`src/rtl/counter_cmd_pkg.sv`:
```
// Shared types for the up/down counter command sequencer.
package counter_cmd_pkg;

    localparam int CNT_W = 8;

    typedef enum logic [1:0] {
        OP_NOP  = 2'b00,
        OP_LOAD = 2'b01,
        OP_UP   = 2'b10,
        OP_DOWN = 2'b11
    } op_t;

    typedef enum logic [1:0] {
        S_IDLE,
        S_LOAD,
        S_RUN
    } state_t;

endpackage

```
`src/rtl/counter_cmd_seq_if.sv`:
```
// Valid/ready command channel into the counter command sequencer.
interface counter_cmd_seq_if #(
    parameter int CNT_W = counter_cmd_pkg::CNT_W
);
    import counter_cmd_pkg::*;

    logic             cmd_valid;
    logic             cmd_ready;
    op_t              cmd_op;
    logic [CNT_W-1:0] cmd_arg;

    modport master (
        output cmd_valid,
        output cmd_op,
        output cmd_arg,
        input  cmd_ready
    );

    modport slave (
        input  cmd_valid,
        input  cmd_op,
        input  cmd_arg,
        output cmd_ready
    );
endinterface

```
`src/rtl/counter_cmd_seq.sv`:
```
// Turns NOP/LOAD/UP N/DOWN N commands into cycle-exact load/en/m control for an
// 8-bit up/down counter, with a one-cycle done pulse per command.
module counter_cmd_seq
    import counter_cmd_pkg::*;
#(
    parameter int CNT_W = counter_cmd_pkg::CNT_W
) (
    input  logic               clk,
    input  logic               rst_n,
    counter_cmd_seq_if.slave   cmd,
    input  logic               abort,
    output logic               cnt_load,
    output logic [CNT_W-1:0]   cnt_data,
    output logic               cnt_en,
    output logic               cnt_m,
    output logic               busy,
    output logic               done
);

    state_t           state;
    logic [CNT_W-1:0] rem;
    logic             accept;

    // Abort in IDLE only masks readiness; it never reaches the state machine there.
    assign cmd.cmd_ready = (state == S_IDLE) && !abort;
    assign accept        = cmd.cmd_valid && cmd.cmd_ready;
    assign busy          = (state != S_IDLE);

    always_ff @(posedge clk or negedge rst_n) begin
        if (!rst_n) begin
            state    <= S_IDLE;
            rem      <= '0;
            cnt_load <= 1'b0;
            cnt_data <= '0;
            cnt_en   <= 1'b0;
            cnt_m    <= 1'b0;
            done     <= 1'b0;
        end else begin
            // NOTE: non-blocking default first; a later assignment in the same cycle wins,
            // so done is a single-cycle pulse without any extra clear logic.
            done <= 1'b0;
            case (state)
                S_IDLE: begin
                    if (accept) begin
                        case (cmd.cmd_op)
                            OP_NOP: begin
                                done <= 1'b1;
                            end
                            OP_LOAD: begin
                                state    <= S_LOAD;
                                cnt_load <= 1'b1;
                                cnt_data <= cmd.cmd_arg;
                            end
                            OP_UP, OP_DOWN: begin
                                if (cmd.cmd_arg == '0) begin
                                    done <= 1'b1;
                                end else begin
                                    state  <= S_RUN;
                                    rem    <= cmd.cmd_arg;
                                    cnt_en <= 1'b1;
                                    cnt_m  <= cmd.cmd_op[0];
                                end
                            end
                        endcase
                    end
                end
                S_LOAD: begin
                    state    <= S_IDLE;
                    cnt_load <= 1'b0;
                    done     <= 1'b1;
                end
                S_RUN: begin
                    // rem counts enable cycles still owed, including the current one.
                    if (abort || rem == CNT_W'(1)) begin
                        state  <= S_IDLE;
                        rem    <= '0;
                        cnt_en <= 1'b0;
                        done   <= 1'b1;
                    end else begin
                        rem <= rem - 1'b1;
                    end
                end
                default: begin
                    state    <= S_IDLE;
                    cnt_load <= 1'b0;
                    cnt_en   <= 1'b0;
                end
            endcase
        end
    end

endmodule

```
`src/flat_wrapper.sv`:
```
// flat-port wrapper written by rule: the top's interface ports become plain ports
module counter_cmd_seq_flat import counter_cmd_pkg::*;
#(
    parameter int CNT_W = counter_cmd_pkg::CNT_W
)
  (clk, rst_n, abort, cnt_load, cnt_data, cnt_en, cnt_m, busy, done, cmd_cmd_valid, cmd_cmd_op, cmd_cmd_arg, cmd_cmd_ready);
  counter_cmd_seq_if #(.CNT_W(CNT_W)) cmd_i ();
  input  logic clk;
  input  logic rst_n;
  input  logic abort;
  output logic cnt_load;
  output logic [CNT_W-1:0] cnt_data;
  output logic cnt_en;
  output logic cnt_m;
  output logic busy;
  output logic done;
  input wire logic [$bits(cmd_i.cmd_valid)-1:0] cmd_cmd_valid;
  input wire logic [$bits(cmd_i.cmd_op)-1:0] cmd_cmd_op;
  input wire logic [$bits(cmd_i.cmd_arg)-1:0] cmd_cmd_arg;
  output wire logic [$bits(cmd_i.cmd_ready)-1:0] cmd_cmd_ready;
  assign cmd_i.cmd_valid = cmd_cmd_valid;
  assign cmd_i.cmd_op = cmd_cmd_op;
  assign cmd_i.cmd_arg = cmd_cmd_arg;
  assign cmd_cmd_ready = cmd_i.cmd_ready;
  counter_cmd_seq #(.CNT_W(CNT_W)) u_core (.clk(clk), .rst_n(rst_n), .cmd(cmd_i), .abort(abort), .cnt_load(cnt_load), .cnt_data(cnt_data), .cnt_en(cnt_en), .cnt_m(cnt_m), .busy(busy), .done(done));
endmodule
```
`config.mk`:
```
export PLATFORM = sky130hd
export DESIGN_NAME = counter_cmd_seq_flat
export DESIGN_NICKNAME = d
export VERILOG_FILES = /design/src/rtl/counter_cmd_pkg.sv /design/src/rtl/counter_cmd_seq_if.sv /design/src/rtl/counter_cmd_seq.sv /design/src/flat_wrapper.sv
export SDC_FILE = /design/constraint.sdc
export NUM_CORES = 1
export LEC_CHECK = 0
export CAP_MARGIN = 10
export CORE_MARGIN = 4
export CORE_UTILIZATION = 40
export CTS_BUF_LIST = sky130_fd_sc_hd__clkbuf_4
export DETAILED_ROUTE_END_ITERATION = 8
export DONT_BUFFER_PORTS = 1
export GPL_ROUTABILITY_DRIVEN = 0
export GPL_TIMING_DRIVEN = 0
export PLACE_DENSITY_LB_ADDON = 0.3
export SLEW_MARGIN = 10
export SYNTH_ARGS = -nofsm -noshare
export SYNTH_HDL_FRONTEND = slang
export SYNTH_SLANG_ARGS = --single-unit
```
`constraint.sdc`:
```
create_clock -name clk -period 3.2 [get_ports clk]
set_input_delay 0.16 -clock clk [delete_from_list [all_inputs] [get_ports clk]]
set_output_delay 0.16 -clock clk [all_outputs]
set_load 0.05 [all_outputs]
```
# Yosys cells after proc, flatten, opt, wreduce, memory -nomap -nowiden
# Index checks and enable logic that the tools add are counted.
[op_classes] addsub=1 mul=0 div_mod_pow=0 magnitude_cmp=0 n_eq_ne=13 shift=0 n_mux=23 bitwise=3 reduce_logical=16
[ops] cell="2-to-1 mux 8 bit" n=4
[ops] cell="case mux 8 bit (2 select lines)" n=1
[ops] cell="AND reduction 4 bit" n=3
[ops] cell="2-to-1 mux 1 bit" n=9
[ops] cell="equality test 8 x 1 -> 1 bit (second input constant)" n=1
[ops] cell="zero test 8 bit" n=1
[ops] cell="case mux 2 bit (2 select lines)" n=2
[ops] cell="subtractor 8 x 1 -> 8 bit (second input constant)" n=1
[ops] cell="equality test 2 bit (second input constant)" n=3
[ops] cell="2-to-1 mux 2 bit" n=3
[ops] cell="!= test 2 bit (second input constant)" n=3
[ops] cell="!= test 3 bit (second input constant)" n=2
[ops] cell="case mux 1 bit (3 select lines)" n=2
[ops] cell="AND reduction 3 bit" n=2
[ops] cell="AND reduction 5 bit" n=1
[ops] cell="equality test 2 x 1 -> 1 bit (second input constant)" n=2
[ops] cell="zero test 2 bit" n=2
[ops] cell="!= test 2 x 1 -> 1 bit (second input constant)" n=2
[ops] cell="case mux 1 bit (2 select lines)" n=2
[ops] cell="nonzero test 2 bit" n=2
[ops] cell="NOT 1 bit" n=3
[ops] cell="logical AND 1 bit" n=2
[ops] cell="OR reduction 2 bit" n=1
[ops] cell="zero test 1 bit" n=1
[ops] cell="logical OR 1 bit" n=1
[totals] regBits=22 latchBits=0 ram_bits=0 rom_bits=0 in_bits=14 word_cells=63 n_memories=0

# Longest topological paths before layout
[depth] depth_word=5 ltp_mapped=7 depth_no_buf=6

# Worst setup path after synthesis
# No wires, ideal clock.
[synth_timing] kind="reg-to-reg" start="register u_core.rem[1]" end="register u_core.rem[6]" setup_time_ns=0.121 t_arrival_ns=1.671 slack_ns=1.408 path_stages_with_launch=8 period_less_slack_ns=1.792 cell_sequence="dfrtp_1 > inv_1 > ha_1 > or3b_2 > o21ai_2 > buf_6 > o22ai_1 > a22o_1"
[synth_between] elab_chain_len=4 elab_cells_between_ends=5 classes_between="add/sub: 1; eq/ne: 1; mux: 2; reduce/logical: 1"
[synth_rtl] item="from (decl)" line_no="counter_cmd_seq.sv:21" text="logic [CNT_W-1:0] rem;"
[synth_rtl] item="from (signal assigned)" line_no="counter_cmd_seq.sv:59" text="rem <= cmd.cmd_arg;"
[synth_rtl] item="from (signal assigned)" line_no="counter_cmd_seq.sv:80" text="rem <= rem - 1'b1;"
[synth_rtl] item="parallel branches: the longest is 2 deep, another holds subtractor 8 x 1 -> 8 bit"
[synth_rtl] item="2-to-1 mux 8 bit (*)" line_no="counter_cmd_seq.sv:74" text="if (abort || rem == CNT_W'(1)) begin"
[synth_rtl] item="case mux 8 bit (2 select lines) (*)" line_no="counter_cmd_seq.sv:42" text="case (state)"
# Every way passes the cells marked *.
# A chain may end at the register's enable or synchronous reset.

# Worst setup path after layout
[layout_timing] start="register u_core.state[1]" end="output cmd_cmd_ready"
[layout_between] elab_chain_len=2
[layout_rtl] item="from (decl)" line_no="counter_cmd_seq.sv:20" text="state_t state;"
[layout_rtl] item="from (signal assigned)" line_no="counter_cmd_seq.sv:31" text="state <= S_IDLE;"
[layout_rtl] item="from (signal assigned)" line_no="counter_cmd_seq.sv:50" text="state <= S_LOAD;"
[layout_rtl] item="from (signal assigned)" line_no="counter_cmd_seq.sv:58" text="state <= S_RUN;"
[layout_rtl] item="zero test 2 bit" line_no="counter_cmd_seq.sv:25" text="assign cmd.cmd_ready = (state == S_IDLE) && !abort;"
[layout_rtl] item="logical AND 1 bit" line_no="counter_cmd_seq.sv:25"
[layout_rtl] item="to (decl)" line_no="flat_wrapper.sv:20" text="output wire logic [$bits(cmd_i.cmd_ready)-1:0] cmd_cmd_ready;"
# Every way passes these cells.

==> flow_metrics.py <==
metrics = {
    "outcome": {
        "status": "complete, no violations",
    },
    "critical_path": {
        "worst_ep_required_time_ps": 3040,
        "critPathKind": "reg2out",
        "r2r-start": "u_core.rem[1]$_DFFE_PN0P_",
        "r2r_cells": 7,
        "reg2reg_setup_slack_ps": 1200,
        "cp-end-kind": "primary output",
        "r2r-end": "u_core.rem[6]$_DFFE_PN0P_",
        "crit_arrival_ps": 1920,
        "crit_path_start_kind": "flip-flop",
        "crit_path_max_fanout": 6,
    },
    "final_layout": {
        "syn_to_final_growth_pct": 14.0,
        "stdcell_count": 160,
        "drive_gt1_share_pct": 16.3,
        "nets": 146,
        "diodes": 0,
    },
    "logic_synthesis": {
        "ys_warn_count": 0,
        "ys.flop_type": "dfrtp_1",
        "yosysTopAreaCell": "dfrtp_1",
        "synth_common_cells": "dfrtp_1, mux2_2, inv_1",
        "syn_nets": 131,
        "synth-edff-count": 0,
        "synth-seq-cells": 22,
        "yosysUniqueCellTypes": 34,
        "yosysMostFrequentCell": "dfrtp_1",
        "ys_seq_area_share_pct": 46.6,
        "netlist_area_um2": 1180,
        "syn_avg_cell_area_um2": 10.3,
        "synth_area_leaders": "dfrtp_1, mux2_2, a22o_1, nand2b_1, o22ai_1",
        "yosys.area.top_type_share_pct": 46.6,
        "synth_async_sr_flop_share_pct": 100,
        "synth_cells": 115,
    },
    "global_route": {
        "grt.overflow.total": 0,
        "grt_use_met1_pct": 18.7,
        "grt_max_degree": 23,
        "top_usage_layer": "met2",
        "first_global_vias": 918,
        "use_met2_pct": 22.4,
        "antenna_found_initial": 0,
        "gr-usage-met3_pct": 4.50,
        "grt_pass1_wl_um": 4510,
        "grt_use_total_pct": 14.3,
    },
    "detailed_routing": {
        "ant_nets": 0,
        "drc_errors": 0,
        "vias_per_cell": 6.01,
        "first_iter_violations": 45,
        "wirelength_um": 2700,
        "drt_pass1_iterations": 4,
        "post_drt_wl_per_cell_um": 16.9,
        "via_count": 961,
    },
    "sta": {
        "rsz0062_at_grt": "false",
        "finalCritPeriodShare_pct": 65.0,
        "relSlewSlack_pct": 33.1,
        "worstMarginPinSlew_ps": 1000,
        "fin_skew_ps": 10.9,
        "tns_ps": 0,
        "final_max_slew_viol_count": 0,
        "finalHoldViolCount": 0,
        "timing.fmax_mhz": 481,
        "setup_violations": 0,
        "period_minus_slack_ps": 2080,
        "fin_ws_ps": 1120,
    },
    "place": {
        "io_buffers": 0,
        "dpl.cell_count": 146,
        "hpwl_um": 1910,
        "preCtsSetupSlack_ps": 1240,
    },
    "floorplan": {
        "initial_core_util_pct": 42.5,
        "die_h_um": 62.3,
        "die_w_um": 62.3,
        "coreArea_um2": 2780,
        "num_io_pins": 28,
        "row_count": 19,
        "die_area_um2": 3890,
    },
    "power": {
        "power_density_nw_per_um2": 658,
        "peakVddDrop_v": 0.000531,
        "p_leak_uw": 0.000586,
        "total_power_uw": 885,
    },
    "min_path": {
        "min_path_type": "in2reg",
        "min_to": "u_core.rem[1]$_DFFE_PN0P_",
        "holdPathStages": 2,
        "hp-start": "cmd_cmd_arg[1]",
    },
    "clock_tree": {
        "cts_tree": "built",
        "cts_sinks": 22,
        "clk_pin_slew_ps": 130,
        "root_buffer": "clkbuf_4",
        "h-tree-depth": 1,
        "cts.repair.resized": 0,
        "clk_latency_ps": 300,
        "cts_buffer_depth": 2,
        "cts_made_buffers": 3,
    },
    "job": {
        "max_cap_violations": 0,
    },
}
cells by family (layout without fill, tap and decap cells):
kind of cell    Yosys count  after routing  synth area share, %
simple gates             36             36                 17.4
compound gates           32             32                 19.9
flops                    22             22                 46.6
buf+inv                  14             28                 5.40
mux                       9              9                 8.58
fa+ha+maj                 2              2                 2.12
layer usage:
metal / up-vias / share of wire, %
li1: 450 / -
met3: 2 / 9.1
met4: 0 / 0.67
met1: 474 / 42
met5: - / 0
met2: 35 / 48
stage by stage:
step	util (%)	hold slack, ps	area [um2]
6_report	48.4	60.9	1350
5_1_grt	48.4	63.7	1350
4_1_cts	47.3	1.39	1320
3_5_place_dp	43.9	-134	1220
3_3_place_gp	43.9	-135	1220
2_1_floorplan	-	-136	1180
cell type report:
class / instances / area, um2
buffer: 7 / 37.5
clock buffer: 3 / 22.5
clock inverter: 1 / 3.75
fill: 248 / 1440
inverter: 7 / 26.3
multi-input combinational: 79 / 567
sequential: 22 / 551
tap: 31 / 38.8
timing repair buffer: 10 / 100
sequential cells by signal, summed over array words and instances (netlist names):
register and cells:
u_core.cnt_data 8, u_core.rem 8, u_core.state 2, u_core.cnt_en 1
u_core.cnt_load 1, u_core.cnt_m 1, u_core.done 1
timing repair:
item | CTS | global route
hold endpoints to repair | 28 | 3
hold buffers | 7 | 3
buffers inserted | 0 | 0
layout by cell type, fill, tap and decap left out, drive strengths merged, types with 2 or more instances in the layout:
master / instances
dlygate4sd3: 10
clkbuf: 5
or4: 4
inv: 7
nor2: 6
o22ai: 5
nor3b: 3
or3b: 2
a22o: 4
nand2: 6
nand2b: 5
dfrtp: 22
a21oi: 3
nor3: 5
a22oi: 3
a2bb2oi: 2
ha: 2
buf: 5
o21ai: 6
mux2: 9
nor2b: 2
o41ai: 2
o2bb2ai: 2
how the worst max path moves through the flow:
| stage | cells after the start | to | from | slack (ps) |
|---|---|---|---|---|
| after floorplan | 7 | u_core.rem[6]$_DFFE_PN0P_ | u_core.rem[1]$_DFFE_PN0P_ | 1410 |
| after global placement | 7 | u_core.rem[6]$_DFFE_PN0P_ | u_core.rem[1]$_DFFE_PN0P_ | 1280 |
| after detailed placement | 7 | u_core.rem[6]$_DFFE_PN0P_ | u_core.rem[1]$_DFFE_PN0P_ | 1240 |
| after CTS | 3 | cmd_cmd_ready | u_core.state[0]$_DFFE_PN0P_ | 1090 |
| after global routing | 3 | cmd_cmd_ready | u_core.state[0]$_DFFE_PN0P_ | 1000 |
| final | 3 | cmd_cmd_ready | u_core.state[1]$_DFFE_PN0P_ | 1120 |
power breakdown:
group	switching, uW	total [uW]	internal, uW
combinational	102	209	107
sequential	205	549	344
clock	82.2	128	45.4
worst max-delay path, cell delays in order (launching register included):
cell     delay (ps)
dfrtp_1         450
nor2_1          180
inv_1           250
nor2_1          750
Note: power is estimated with default switching activity, not from simulation.
